`config.mk`:
```
export PLATFORM = sky130hd
export DESIGN_NAME = lanectrl_dly_step_ctrl
export DESIGN_NICKNAME = d
export VERILOG_FILES = /design/src/rtl/lanectrl_dly_pkg.sv /design/src/rtl/lanectrl_dly_timer.sv /design/src/rtl/lanectrl_dly_step_ctrl.sv
export SDC_FILE = /design/constraint.sdc
export NUM_CORES = 1
export LEC_CHECK = 0
export BUFFER_PORTS_ARGS = -buffer_cell sky130_fd_sc_hd__buf_2
export CORE_MARGIN = 3
export CORE_UTILIZATION = 58
export DETAILED_ROUTE_END_ITERATION = 8
export GPL_TIMING_DRIVEN = 0
export HOLD_SLACK_MARGIN = 0.15
export PLACE_DENSITY = 0.95
export RECOVER_POWER = 100
export SKIP_LAST_GASP = 1
export SYNTH_ARGS = -nofsm -noshare
export SYNTH_HDL_FRONTEND = slang
export SYNTH_SLANG_ARGS = --single-unit
```
`constraint.sdc`:
```
create_clock -name FAB_CLK -period 3.3 [get_ports FAB_CLK]
set_input_delay 0.99 -clock FAB_CLK [delete_from_list [all_inputs] [get_ports FAB_CLK]]
set_output_delay 0.99 -clock FAB_CLK [all_outputs]
set_load 0.01 [all_outputs]
```
`src/rtl/lanectrl_dly_pkg.sv`:
```
// +---------------------------------------------------------------------------+
// | lanectrl_dly_pkg : shared state type, status codes and parameter defaults |
// | Rev 1.0                                                                   |
// +---------------------------------------------------------------------------+
`default_nettype none

package lanectrl_dly_pkg;

  typedef enum logic [2:0] {
    S_IDLE   = 3'd0,
    S_PAUSE  = 3'd1,
    S_PULSE  = 3'd2,
    S_SETTLE = 3'd3,
    S_RESUME = 3'd4,
    S_DONE   = 3'd5
  } state_e;

  localparam logic [1:0] ST_OK    = 2'b00;
  localparam logic [1:0] ST_OOR   = 2'b01;
  localparam logic [1:0] ST_ABORT = 2'b10;

  localparam int DEF_STEP_W        = 9;
  localparam int DEF_SETTLE_CYCLES = 4;
  localparam int DEF_PAUSE_LEAD    = 2;

  function automatic int max_int(input int a, input int b);
    return (a > b) ? a : b;
  endfunction

endpackage

`default_nettype wire

```
`src/rtl/lanectrl_dly_timer.sv`:
```
// +---------------------------------------------------------------------------+
// | lanectrl_dly_timer : loadable down-counter, tc high while count is zero   |
// | Rev 1.0                                                                   |
// +---------------------------------------------------------------------------+
`default_nettype none

module lanectrl_dly_timer #(
  parameter int W = 3
) (
  input  logic         clk,
  input  logic         rst_n,
  input  logic         load,
  input  logic [W-1:0] load_val,
  output logic         tc
);

  localparam logic [W-1:0] ONE = W'(1);

  logic [W-1:0] count;

  always_ff @(posedge clk or negedge rst_n) begin
    if (!rst_n) begin
      count <= '0;
    end else if (load) begin
      count <= load_val;
    end else if (count != '0) begin
      count <= count - ONE;
    end
  end

  assign tc = (count == '0);

endmodule

`default_nettype wire

```
`src/rtl/lanectrl_dly_step_ctrl.sv`:
```
// +---------------------------------------------------------------------------+
// | lanectrl_dly_step_ctrl : LANECTRL delay-line tap sequencer (FAB_CLK)      |
// | Option macro LANECTRL_DLY_PAUSE_EN enables HS_IO_CLK_PAUSE lead/trail.    |
// | Rev 1.0                                                                   |
// +---------------------------------------------------------------------------+
`default_nettype none

module lanectrl_dly_step_ctrl
  import lanectrl_dly_pkg::*;
#(
  parameter int STEP_W        = DEF_STEP_W,
  parameter int SETTLE_CYCLES = DEF_SETTLE_CYCLES,
  parameter int PAUSE_LEAD    = DEF_PAUSE_LEAD
) (
  input  logic              FAB_CLK,
  input  logic              RESET_N,
  input  logic              REQ_VALID,
  output logic              REQ_READY,
  input  logic              REQ_SEL,
  input  logic              REQ_DIR,
  input  logic              REQ_LOAD,
  input  logic [STEP_W-1:0] REQ_STEPS,
  input  logic              ABORT,
  output logic              DONE,
  output logic [1:0]        DONE_STATUS,
  output logic [STEP_W-1:0] STEPS_DONE,
  output logic              DELAY_LINE_SEL,
  output logic              DELAY_LINE_DIRECTION,
  output logic              DELAY_LINE_MOVE,
  output logic              DELAY_LINE_LOAD,
  output logic              HS_IO_CLK_PAUSE,
  input  logic              RX_DELAY_LINE_OUT_OF_RANGE,
  input  logic              TX_DELAY_LINE_OUT_OF_RANGE
);

`ifdef LANECTRL_DLY_PAUSE_EN
  localparam bit PAUSE_EN = 1'b1;
`else
  localparam bit PAUSE_EN = 1'b0;
`endif

  localparam int                TMR_W     = $clog2(max_int(SETTLE_CYCLES, PAUSE_LEAD) + 1);
  localparam logic [TMR_W-1:0]  SETTLE_LD = TMR_W'(SETTLE_CYCLES - 1);
  localparam logic [TMR_W-1:0]  LEAD_LD   = TMR_W'(PAUSE_LEAD - 1);
  localparam logic [STEP_W-1:0] ONE_STEP  = STEP_W'(1);

  state_e             state;
  state_e             next_state;
  logic               tmr_load;
  logic [TMR_W-1:0]   tmr_val;
  logic               tmr_tc;
  logic [STEP_W-1:0]  steps_left;
  logic               load_req;
  logic               oor_sel;
  logic               accept;
  logic               pulse_is_load;
  logic               ready_d;
  logic               done_d;
  logic               move_d;
  logic               load_d;
  logic               pause_d;

  assign accept        = (state == S_IDLE) && REQ_VALID;
  assign oor_sel       = DELAY_LINE_SEL ? TX_DELAY_LINE_OUT_OF_RANGE : RX_DELAY_LINE_OUT_OF_RANGE;
  // The first pulse can follow accept directly, before load_req has been captured.
  assign pulse_is_load = (state == S_IDLE) ? REQ_LOAD : load_req;

  lanectrl_dly_timer #(
    .W (TMR_W)
  ) u_timer (
    .clk      (FAB_CLK),
    .rst_n    (RESET_N),
    .load     (tmr_load),
    .load_val (tmr_val),
    .tc       (tmr_tc)
  );

  always_ff @(posedge FAB_CLK or negedge RESET_N) begin
    if (!RESET_N) begin
      state <= S_IDLE;
    end else begin
      state <= next_state;
    end
  end

  always_comb begin
    next_state = state;
    tmr_load   = 1'b0;
    tmr_val    = SETTLE_LD;
    case (state)
      S_IDLE: begin
        if (REQ_VALID) begin
          if (!REQ_LOAD && (REQ_STEPS == '0)) begin
            next_state = S_DONE;
          end else if (PAUSE_EN) begin
            next_state = S_PAUSE;
            tmr_load   = 1'b1;
            tmr_val    = LEAD_LD;
          end else begin
            next_state = S_PULSE;
          end
        end
      end
      S_PAUSE: begin
        if (tmr_tc) next_state = S_PULSE;
      end
      S_PULSE: begin
        next_state = S_SETTLE;
        tmr_load   = 1'b1;
        tmr_val    = SETTLE_LD;
      end
      S_SETTLE: begin
        if (tmr_tc) begin
          if (oor_sel || ABORT || (steps_left == '0)) begin
            if (PAUSE_EN) begin
              next_state = S_RESUME;
              tmr_load   = 1'b1;
              tmr_val    = LEAD_LD;
            end else begin
              next_state = S_DONE;
            end
          end else begin
            next_state = S_PULSE;
          end
        end
      end
      S_RESUME: begin
        if (tmr_tc) next_state = S_DONE;
      end
      S_DONE:   next_state = S_IDLE;
      default:  next_state = S_IDLE;
    endcase
  end

  // Outputs are decoded from next_state and registered so the pins are glitch-free.
  always_comb begin
    ready_d = (next_state == S_IDLE);
    done_d  = (next_state == S_DONE);
    move_d  = (next_state == S_PULSE) && !pulse_is_load;
    load_d  = (next_state == S_PULSE) && pulse_is_load;
    pause_d = PAUSE_EN && (next_state inside {S_PAUSE, S_PULSE, S_SETTLE});
  end

  always_ff @(posedge FAB_CLK or negedge RESET_N) begin
    if (!RESET_N) begin
      REQ_READY       <= 1'b1;
      DONE            <= 1'b0;
      DELAY_LINE_MOVE <= 1'b0;
      DELAY_LINE_LOAD <= 1'b0;
      HS_IO_CLK_PAUSE <= 1'b0;
    end else begin
      REQ_READY       <= ready_d;
      DONE            <= done_d;
      DELAY_LINE_MOVE <= move_d;
      DELAY_LINE_LOAD <= load_d;
      HS_IO_CLK_PAUSE <= pause_d;
    end
  end

  always_ff @(posedge FAB_CLK or negedge RESET_N) begin
    if (!RESET_N) begin
      DELAY_LINE_SEL       <= 1'b0;
      DELAY_LINE_DIRECTION <= 1'b0;
      load_req             <= 1'b0;
      steps_left           <= '0;
      STEPS_DONE           <= '0;
      DONE_STATUS          <= ST_OK;
    end else begin
      if (accept) begin
        DELAY_LINE_SEL       <= REQ_SEL;
        DELAY_LINE_DIRECTION <= REQ_DIR;
        load_req             <= REQ_LOAD;
        steps_left           <= REQ_LOAD ? ONE_STEP : REQ_STEPS;
        STEPS_DONE           <= '0;
        DONE_STATUS          <= ST_OK;
      end
      if (state == S_PULSE) begin
        steps_left <= steps_left - ONE_STEP;
        STEPS_DONE <= STEPS_DONE + ONE_STEP;
      end
      // Out-of-range outranks abort at the settle sample point.
      if ((state == S_SETTLE) && tmr_tc) begin
        if (oor_sel) begin
          DONE_STATUS <= ST_OOR;
        end else if (ABORT) begin
          DONE_STATUS <= ST_ABORT;
        end
      end
    end
  end

endmodule

`default_nettype wire
```
; After elaboration in Yosys (flattened, before gate mapping)
; Cells that the tools add are included.
[word_totals]
out_inout_bits = 18
register_bits = 33
wordCells = 59
[classes]
muxes = 21
n_addsub = 3
reduce_logical = 17
n_eq_ne = 6
[ops]
columns = operator, count
row1 = two-way mux 9 bit, 5
row2 = two-way mux 3 bit, 8
row3 = logical NOT 9 bit, 2
row4 = case mux 3 bit (5 select lines), 1
row5 = "adder 9 x 1 -> 9 bit, second input constant", 1
row6 = "== test 3 x 2 -> 1 bit, second input constant", 3
row7 = logical NOT 3 bit, 3
row8 = "subtractor 9 x 1 -> 9 bit, second input constant", 1
row9 = two-way mux 2 bit, 4
row10 = "== test 3 bit, second input constant", 2
row11 = logical AND 1 bit, 5
row12 = nonzero test 2 bit, 2
row13 = "== test 3 x 1 -> 1 bit, second input constant", 1
row14 = two-way mux 1 bit, 3
row15 = nonzero test 3 bit, 1
row16 = "subtractor 3 x 1 -> 3 bit, second input constant", 1
row17 = logical NOT 1 bit, 2
row18 = logical OR 1 bit, 2

; Longest topological paths before layout
; Gate-level depths: netlist of the first run.
[logic_depth]
ltp_word = 8
mapped_depth = 7
mapped_depth_nobuf = 7

; Modules after synthesis
; From an unflattened synthesis of the first run, not the netlist that was laid out.
[hier_totals]
cells_unflattened = 189
hier_area_um2 = 1800.5
[by_module_without_submodules]
columns = mod, cells_each, n_inst, seq_area_each_um2, area_per_inst_um2
row1 = lanectrl_dly_step_ctrl, 168, 1, 752.0, 1600.3
row2 = lanectrl_dly_timer, 21, 1, 75.1, 200.2

; Worst setup path after synthesis of the first run
; Ideal clock, no wire load.
[synth_timing]
path_kind = in2reg
from = in REQ_STEPS[7]
to = reg REQ_READY
arrival_ns = 2.189
t_required_ns = 3.218
setup_time_ns = 0.082
path_slack_ns = 1.030
cell_stages = 5
path_buffers = 0
cell_sequence = or4_1 -> o31ai_1 -> o221a_2 -> inv_2 -> nor3_1
[synth_between]
elab_chain_cells = 6
[synth_rtl]
columns = item, line
row1 = "start, declared", lanectrl_dly_step_ctrl.sv:22  ; input logic [STEP_W-1:0] REQ_STEPS,
row2 = logical NOT 9 bit, lanectrl_dly_step_ctrl.sv:93  ; if (!REQ_LOAD && (REQ_STEPS == '0)) begin
row3 = logical AND 1 bit, lanectrl_dly_step_ctrl.sv:93
row4 = two-way mux 3 bit, lanectrl_dly_step_ctrl.sv:93
row5 = two-way mux 3 bit, lanectrl_dly_step_ctrl.sv:92  ; if (REQ_VALID) begin
row6 = case mux 3 bit (5 select lines), lanectrl_dly_step_ctrl.sv:90  ; case (state)
row7 = net next_state[1], lanectrl_dly_step_ctrl.sv:48  ; state_e next_state;
row8 = logical NOT 3 bit, lanectrl_dly_step_ctrl.sv:137  ; ready_d = (next_state == S_IDLE);
row9 = net ready_d, lanectrl_dly_step_ctrl.sv:57  ; logic ready_d;
row10 = "end signal, assigned", lanectrl_dly_step_ctrl.sv:152  ; REQ_READY <= ready_d;
row11 = "end, declared", lanectrl_dly_step_ctrl.sv:18  ; output logic REQ_READY,
; The timed path passes the listed nets, and every way through them passes these cells.
; A chain may end at the register's enable or synchronous reset.

; Worst setup path in the final report of the first run
[layout_timing]
from = in REQ_VALID
to = reg DELAY_LINE_MOVE
[layout_between]
elab_chain_cells = 4
[layout_rtl]
columns = item, line
row1 = "start, declared", lanectrl_dly_step_ctrl.sv:17  ; input logic REQ_VALID,
row2 = two-way mux 3 bit, lanectrl_dly_step_ctrl.sv:92
row3 = case mux 3 bit (5 select lines), lanectrl_dly_step_ctrl.sv:90
row4 = == test 3 x 2 -> 1 bit, lanectrl_dly_step_ctrl.sv:139  ; move_d = (next_state == S_PULSE) && !pulse_is_load;
row5 = logical AND 1 bit, lanectrl_dly_step_ctrl.sv:139
row6 = net move_d, lanectrl_dly_step_ctrl.sv:59  ; logic move_d;
row7 = "end signal, assigned", lanectrl_dly_step_ctrl.sv:154  ; DELAY_LINE_MOVE <= move_d;
row8 = "end, declared", lanectrl_dly_step_ctrl.sv:29  ; output logic DELAY_LINE_MOVE,
; The timed path passes the listed nets, and every way through them passes these cells.

==> flow_summary.toml, run 1 <==
[status]
status = "finished with violations"
failed_checks = "capacitance limit, slew limit"

[synthesis]
avgSynthCellArea_um2 = 9.88
yosysSeqAreaShare = 0.468
syn_area_um2 = 1770
synth_common_cells = "32 x dfrtp_1, 26 x nand2_1, 11 x o21ai_0"
syn_inst = 179
synth-seq-cells = 33
syn-num-nets = 202
yosysTopAreaCell = "dfrtp_1"
synth.area.top_cells = "dfrtp_1 45%, nand2_1 5.5%, ha_1 3.5%"
yosys_warnings = 0
synthArstFlopShare = 1.00
yosys_most_used_dff = "dfrtp_1"
synth.most_common_cell = "dfrtp_1"
synth_edf_count = 0
synth_top_area_share = 0.453
ys_types = 53

[worst_setup_path]
cpMaxStageDelayCell = "nor4b_1"
required_ns = 3.54
cp-start-kind = "input pin"
crit_family = "simple AND/OR/NAND/NOR gates"
cp_data_arrival_time_ns = 2.62
worstSetupEndpointType = "flop"
cp_max_fo = 6
crit_type = "in2reg"
cp_cell_sequence = "clkbuf_1 > nor4b_1 > o31ai_1 > o221a_2 > nor4_1"
cp_num_buf_inv = 1
timing.rr.start = "state[2]"
startpoint = "REQ_VALID"
cpPeakStageDelay_ns = 0.87

[clock_tree]
clk_latency_ns = 0.35
clkTransAtPathRegs_ns = 0.09
cts_htree_levels = 2
cts.path.max_buffers = 2
cts_hold_buf = 0
clock_sink_count = 33
cts_made_buffers = 5
cts_resized = 0
cts_tree = "yes"
clock-root-buffer = "clkbuf_4"
postCtsSetupBuffers = 0

[routing]
drtIter0Drc = 69
drt-total-wl_um = 3800
postRouteAntennaNets = 0
drc = 0
dr.pass1.iters = 4
wl_per_cell_um = 15.1
vias_per_cell = 6.08
vias = 1532

[floorplan]
dieArea_um2 = 3750
io_pins = 36
die_h_um = 61.2
initial_core_util = 0.625
rows = 19
coreArea_um2 = 2830
fp.dieW_um = 61.2

[grt]
grt_remaining_overflow = 0
grt_pass1_wl_um = 6300
globalRouteTotalUtil = 0.233
grt_start_max_net_pins = 34
antenna_found_initial = 0
grt_pass1_vias = 1410

[sta]
holdWs_ns = 0.497
fin_crit_ns = 2.38
tightest_slew_ns = 1.69
slew_viol_final = 34
fin_crit_sh = 0.723
fin_tns_setup_ns = 0
clock.fmax_mhz = 419
slew_headroom = -0.128
finalClockSkew_ns = 0.0137
grt_setup_unrepaired = "no"
setup_viol = 0
setup_ws_ns = 0.915
hold_viol_final = 0

[pwr]
cellPowerDensity_nw_per_um2 = 811
vdd_drop_max_mv = 0.423
power.leakage_uw = 0.000875

[final_layout]
nNetsFinal = 243
n_fill_cell = 264
n_antenna_cell = 0
fin_area_um2 = 1970
synthToLayoutAreaGrowth_pct = 11.6
layout-drive-gt1-share = 0.140

[place]
dp_slack_ns = 0.797
hpwl_um = 2790
place.port_buffers = 34
place_area_um2 = 1980
gp_congestion = 0.846

[min_path]
min_from = "DELAY_LINE_DIRECTION"
hold_class = "reg2reg"

[job]
max_cap_violations = 1
-- cell families after synthesis --
| logic type | count (synthesis) | share of synthesized area |
|---|---|---|
| adders and majority gates | 5 | 0.0354 |
| other | 1 | 0.00212 |
| muxes | 5 | 0.0290 |
| AOI/OAI and AO/OA | 45 | 0.180 |
| and+or+nand+nor | 72 | 0.232 |
| buffers and inverters | 16 | 0.0439 |
| DFF | 33 | 0.468 |
| xor gates and xnor gates | 2 | 0.00991 |
-- placed cells by master, fill, tap and decap left out, drive strengths merged, types with 2 or more instances in the layout --
cell	count
a21oi	7
a22oi	2
dfrtp	32
ha	5
mux2i	4
nand4	3
nor3	4
buf	16
clkbuf	33
nand2b	4
nand3b	2
or4b	2
o21ai	11
o211ai	8
nor4	3
nand2	26
a31oi	2
nand3	5
inv	9
or4	5
nor2	10
a221o	2
o31ai	4
o311ai	2
nor3b	2
-- final timing paths --
path / to / slack [ns] / cells past startpoint
setup / recovery: DELAY_LINE_MOVE / 0.92 / 5
hold / removal: DELAY_LINE_DIRECTION / 0.50 / 2
setup reg to reg: DELAY_LINE_MOVE / 1.03 / 5
hold reg to reg: DELAY_LINE_DIRECTION / 0.50 / 2
max in group asynchronous: STEPS_DONE[5] / 1.25 / 1
min in group asynchronous: load_req / 1.07 / 1
-- state kept, by name, summed over array words and instances (netlist names) --
name and count:
DELAY_LINE_DIRECTION 1, DELAY_LINE_LOAD 1, u_timer.count 3, load_req 1, STEPS_DONE 9, DELAY_LINE_MOVE 1
steps_left 9, state 3, REQ_READY 1, DELAY_LINE_SEL 1, DONE_STATUS 2, DONE 1
-- worst register-to-register path, cell delays in order, from the launching register on --
cell and delay [ns]:
dfrtp_1 0.37, clkbuf_1 0.19, nor4b_1 0.96, o31ai_1 0.17, o221a_2 0.20, nor4_1 0.28
-- metrics by stage --
stage | power (µW) | util | instances
floorplan | 1210 | - | 179
global placement | 1380 | 0.699 | 244
detailed placement | 1420 | 0.699 | 244
CTS | 1640 | 0.716 | 252
global route | 1740 | 0.697 | 252
finish | 1600 | 0.697 | 252
-- cell type report --
| cell class | count | area [µm²] | area share |
|---|---|---|---|
| Timing Repair Buffer | 34 | 145 | 0.0736 |
| Inverter | 9 | 33.8 | 0.0171 |
| Clock buffer | 8 | 48.8 | 0.0247 |
| Tap cell | 31 | 38.8 | 0.0197 |
| Sequential cell | 33 | 827 | 0.419 |
| Multi-Input combinational cell | 130 | 845 | 0.428 |
| Buffer | 7 | 35.0 | 0.0178 |
-- metal layers --
metal / up-vias / global-route usage / routed length, µm
met5: - / 0 / 0
met3: 11 / 0.0671 / 228
met1: 730 / 0.290 / 1670
met4: 0 / 0.105 / 65
li1: 739 / - / -
met2: 52 / 0.375 / 1830
-- where the power goes --
part | total [µW] | switching (µW) | internal, µW
clock | 218 | 133 | 84.7
sequential | 723 | 151 | 572
combinational | 659 | 375 | 285
total | 1600 | 658 | 941
(Power assumes the default switching activity.)
==> inputs of run 2 (changes only) <==
--- a/config.mk
+++ b/config.mk
@@ -7,11 +7,11 @@
 export LEC_CHECK = 0
 export BUFFER_PORTS_ARGS = -buffer_cell sky130_fd_sc_hd__buf_2
 export CORE_MARGIN = 3
-export CORE_UTILIZATION = 58
+export CORE_UTILIZATION = 49
 export DETAILED_ROUTE_END_ITERATION = 8
 export GPL_TIMING_DRIVEN = 0
 export HOLD_SLACK_MARGIN = 0.15
-export PLACE_DENSITY = 0.95
+export PLACE_DENSITY = 0.86
 export RECOVER_POWER = 100
 export SKIP_LAST_GASP = 1
 export SYNTH_ARGS = -nofsm -noshare
==> constraint.sdc (replaced) <==
create_clock -name FAB_CLK -period 2.1 [get_ports FAB_CLK]
set_input_delay 0.63 -clock FAB_CLK [delete_from_list [all_inputs] [get_ports FAB_CLK]]
set_output_delay 0.63 -clock FAB_CLK [all_outputs]
set_load 0.01 [all_outputs]
==> run 2 against run 1 <==
The run still ends with capacitance limit, slew limit left. Clock power rose by 89%. Sequential power rose by 58%. Core utilization fell by 10 points. Sequential share of layout area fell by 1.3 points. Non-clock buffer count did not move. Critical path depth fell by 1. Global-route usage fell by 4.3 points. Worst hold slack got worse by 0.017 ns. Largest cell class unchanged.
==> flow_summary.toml, run 2 (synthesized netlist as in run 1, its figures left out) <==
[status]
status = "finished with violations"
failed_checks = "capacitance limit, slew limit"

[worst_setup_path]
crit_top_cell = "nor4_1"
cp_max_fo = 10
cp-start-kind = "flop"
crit_end = "DELAY_LINE_MOVE"
timing.rr.start = "state[2]"
crit_cells = 4
r2r_slack_ns = 0.10
cp_num_buf_inv = 1
cp_data_arrival_time_ns = 2.20
startpoint = "state[2]"
cpPeakStageDelay_ns = 0.63
cpMaxStageDelayCell = "nor4_1"
timing.rr.end = "DELAY_LINE_MOVE"
required_ns = 2.30
reg2regPathDepth = 4
worstSetupEndpointType = "flop"
crit_family = "simple AND/OR/NAND/NOR gates"
cp_cell_sequence = "buf_6 > or4b_1 > nor4_1 > nor4_1"
crit_type = "reg2reg"

[final_layout]
nNetsFinal = 243
layout_commonest_cell = "dfrtp_1"
synthToLayoutAreaGrowth_pct = 15.1
fin_area_um2 = 2040
largestRegisters = "STEPS_DONE: 9 flops, steps_left: 9 flops"
postLayoutCoreUtil = 0.596
n_fill_cell = 323
layout-drive-gt1-share = 0.186
final_cell_mix = "32 x dfrtp_1, 26 x nand2_1, 20 x clkbuf_1, 17 x buf_2, 11 x o21ai_0"
n_antenna_cell = 0

[sta]
setup_viol = 0
hold_viol_final = 0
fin_tns_setup_ns = 0
slew_viol_final = 34
finalClockSkew_ns = 0.00346
tightest_slew_ns = 1.71
fin_crit_sh = 0.952
clock.fmax_mhz = 500
fin_crit_ns = 2.00
holdWs_ns = 0.480
slew_headroom = -0.138
grt_setup_unrepaired = "no"

[routing]
dr.pass1.iters = 4
vias = 1519
postRouteAntennaNets = 0
vias_per_cell = 5.69
wl_per_cell_um = 14.3
drtIter0Drc = 59
drt-total-wl_um = 3820
drc = 0

[floorplan]
initial_core_util = 0.518
fp.dieW_um = 66.1
rows = 21
coreArea_um2 = 3420
io_pins = 36
die_h_um = 66.1
dieArea_um2 = 4360

[clock_tree]
cts_htree_levels = 2
clock_sink_count = 33
cts_tree = "yes"
cts_resized = 0
cts_made_buffers = 5
clock-root-buffer = "clkbuf_4"
clk_latency_ns = 0.34
cts.path.max_buffers = 2
postCtsSetupBuffers = 0
clkTransAtPathRegs_ns = 0.10
cts_hold_buf = 0

[place]
hpwl_um = 2750
gp_congestion = 0.915
place_area_um2 = 2000
place.port_buffers = 34

[job]
max_cap_violations = 1

[grt]
grt_start_max_net_pins = 34
antenna_found_initial = 0
grt_pass1_wl_um = 6180
grt_remaining_overflow = 0
grt_pass1_vias = 1346
globalRouteTotalUtil = 0.190

[pwr]
power.leakage_uw = 0.000907
fin_total_pwr_uw = 2610
vdd_drop_max_mv = 0.571
cellPowerDensity_nw_per_um2 = 1280

[min_path]
hold_class = "in2reg"
run 2: cell types whose count changed in the layout (fill, tap and decap cells not counted), sizes merged:
cell    before  now
buf         16   20
clkbuf      33   28
clkinv       0    1
run 2: tightest hold or removal path: cells and delay by family:
kind	cells	cell delay, ns
and+or+nand+nor	2	0.09
buffers and inverters	1	0.08
run 2: layout make-up:
cell class	instances	area, µm²	share of cell area
plain buffers	7	43.8	0.0215
clock inverters	1	5.00	0.00246
flip-flops and latches	33	827	0.406
well taps	46	57.6	0.0283
clock buffers	7	65.1	0.0320
multi-input cells	130	856	0.420
repair buffers	34	148	0.0725
inverters	9	33.8	0.0166
run 2: metal layers:
metal | track usage | vias to the layer above | share of wire
met3 | 0.0629 | 11 | 0.051
met5 | 0 | - | 0
met1 | 0.239 | 718 | 0.45
met4 | 0.0736 | 0 | 0.018
met2 | 0.300 | 44 | 0.48
li1 | - | 746 | -
run 2: where the power goes:
group | internal (µW) | switching (µW) | total, µW
Clock | 194 | 218 | 412
Combinational | 461 | 603 | 1060
Sequential | 898 | 239 | 1140
run 2: worst min-delay path by stage:
stage	start	cells after the start	to	slack [ns]
floorplan	RESET_N	0	DELAY_LINE_DIRECTION	0.33
global placement	DELAY_LINE_DIRECTION	2	DELAY_LINE_DIRECTION	0.46
detailed placement	DELAY_LINE_DIRECTION	2	DELAY_LINE_DIRECTION	0.46
CTS	RESET_N	1	load_req	0.35
global route	REQ_DIR	3	DELAY_LINE_DIRECTION	0.47
finish	REQ_DIR	3	DELAY_LINE_DIRECTION	0.48
run 2: per-stage QoR:
| step | std cells | worst slack [ns] |
|---|---|---|
| after global routing | 267 | 0.00532 |
| after global placement | 259 | -0.0187 |
| after CTS | 267 | 0.152 |
| after detailed placement | 259 | -0.0742 |
| after floorplan | 179 | 0.190 |
| final | 267 | 0.102 |
==> inputs of run 3 (changes only) <==
==> constraint.sdc (replaced) <==
create_clock -name FAB_CLK -period 2.1 [get_ports FAB_CLK]
set_input_delay 0.105 -clock FAB_CLK [delete_from_list [all_inputs] [get_ports FAB_CLK]]
set_output_delay 0.105 -clock FAB_CLK [all_outputs]
set_load 0.01 [all_outputs]
==> run 3 against run 2 <==
The flow now finishes without violations. Routed wire length up 6.0%. Worst setup slack better by 0.029 ns. Clock power about the same. Flip-flop and latch count unchanged. Global-route usage up 1.3 points. Total power up 1.2%. Combinational power about the same. Register-to-register slack better by 0.03 ns. Sequential power about the same. Via count up 3.0%. Critical path depth up 3. Critical path type unchanged. Largest cell class unchanged.
==> flow_summary.toml, run 3 (synthesized netlist as in run 1, its figures left out) <==
[routing]
drtIter0Drc = 87
drc = 0
vias = 1565
wl_per_cell_um = 14.4
postRouteAntennaNets = 0
vias_per_cell = 5.57
drt-total-wl_um = 4050
dr.pass1.iters = 4

[place]
gp_congestion = 0.915
hpwl_um = 2750
place.port_buffers = 34
place_area_um2 = 2000

[sta]
grt_setup_unrepaired = "no"
slew_headroom = 0.520
hold_viol_final = 0
fin_crit_sh = 0.938
finalClockSkew_ns = 0.00396
fin_tns_setup_ns = 0
fin_crit_ns = 1.97
clock.fmax_mhz = 508
holdWs_ns = 0.214
setup_viol = 0
tightest_slew_ns = 0.720
slew_viol_final = 0

[final_layout]
synthToLayoutAreaGrowth_pct = 23.1
layout_commonest_cell = "dfrtp_1"
layout-drive-gt1-share = 0.179
final_cell_mix = "32 x dfrtp_1, 26 x nand2_1, 19 x clkbuf_1, 18 x buf_2, 14 x dlygate4sd3_1"
n_antenna_cell = 0
n_fill_cell = 300
nNetsFinal = 257
fin_area_um2 = 2180
largestRegisters = "STEPS_DONE: 9 flops, steps_left: 9 flops"

[floorplan]
die_h_um = 66.1
initial_core_util = 0.518
rows = 21
coreArea_um2 = 3420
dieArea_um2 = 4360
fp.dieW_um = 66.1
io_pins = 36

[clock_tree]
cts_hold_buf = 13
cts.path.max_buffers = 2
clock_sink_count = 33
clkTransAtPathRegs_ns = 0.10
cts_made_buffers = 5
cts_htree_levels = 2
clock-root-buffer = "clkbuf_4"
clk_latency_ns = 0.34
cts_tree = "yes"
postCtsSetupBuffers = 0
cts_resized = 0

[min_path]
min_from = "REQ_VALID"
min_path_cells = 4
holdPathEnd = "DELAY_LINE_DIRECTION"
hold_class = "in2reg"

[grt]
globalRouteTotalUtil = 0.202
grt_pass1_vias = 1422
grt_start_max_net_pins = 34
antenna_found_initial = 0
grt_remaining_overflow = 0
grt_pass1_wl_um = 6560

[worst_setup_path]
cp_cell_sequence = "inv_1 > ha_1 > or4b_1 > o211ai_2 > o221a_2 > inv_2 > nor3_1"
timing.rr.start = "steps_left[0]"
cpPeakStageDelay_ns = 0.45
timing.rr.end = "REQ_READY"
crit_family = "simple AND/OR/NAND/NOR gates"
crit_type = "reg2reg"
cp_max_fo = 4
reg2regPathDepth = 7
worstSetupEndpointType = "flop"
cpMaxStageDelayCell = "or4b_1"
cp_num_buf_inv = 2
r2r_slack_ns = 0.13
cp_data_arrival_time_ns = 2.23
cp-start-kind = "flop"
required_ns = 2.37

[pwr]
fin_total_pwr_uw = 2650
vdd_drop_max_mv = 0.582
cellPowerDensity_nw_per_um2 = 1210
power.leakage_uw = 0.000968

[status]
status = "complete, no violations"

[job]
max_cap_violations = 0
run 3: cell count changes in the layout (fill, tap and decap cells not counted), sizes merged:
cell         change
clkbuf           -1
buf              +1
dlygate4sd3     +14
run 3: worst max-delay path by stage:
stage,end,slack [ns],startpoint,cells past startpoint
floorplan,REQ_READY,0.33,steps_left[0],7
global placement,REQ_READY,0.18,steps_left[0],7
detailed placement,REQ_READY,0.18,steps_left[0],7
CTS,REQ_READY,0.15,steps_left[0],7
global route,REQ_READY,0.005,steps_left[0],7
finish,REQ_READY,0.13,steps_left[0],7
run 3: layout make-up:
class	instances	area [µm²]	share of cell area
plain buffers	7	43.8	0.0201
clock buffers	7	65.1	0.0299
clock inverters	1	5.00	0.00230
inverters	9	33.8	0.0155
multi-input cells	130	856	0.393
flip-flops and latches	33	827	0.380
well taps	46	57.6	0.0264
repair buffers	48	289	0.133
run 3: power by group:
group | internal (µW) | total [µW] | switching (µW)
combinational | 479 | 1090 | 612
clock | 194 | 414 | 220
sequential | 898 | 1140 | 242
total | 1570 | 2650 | 1070
run 3: routing by layer:
metal | wire (µm) | global-route usage
met1 | 1760 | 0.252
met2 | 2010 | 0.329
met3 | 197 | 0.0629
met4 | 76 | 0.0736
met5 | 0 | 0
run 3: through the flow:
stage / setup WS, ns / instances / util
3_3_place_gp: 0.182 / 259 / 0.584
2_1_floorplan: 0.326 / 179 / -
4_1_cts: 0.152 / 280 / 0.643
5_1_grt: 0.00532 / 281 / 0.637
3_5_place_dp: 0.185 / 259 / 0.584
6_report: 0.131 / 281 / 0.637
run 3: tightest hold or removal path: cells and delay by family:
family	cells	cell delay (ns)
buf+inv	1	0.11
simple gates	3	0.30
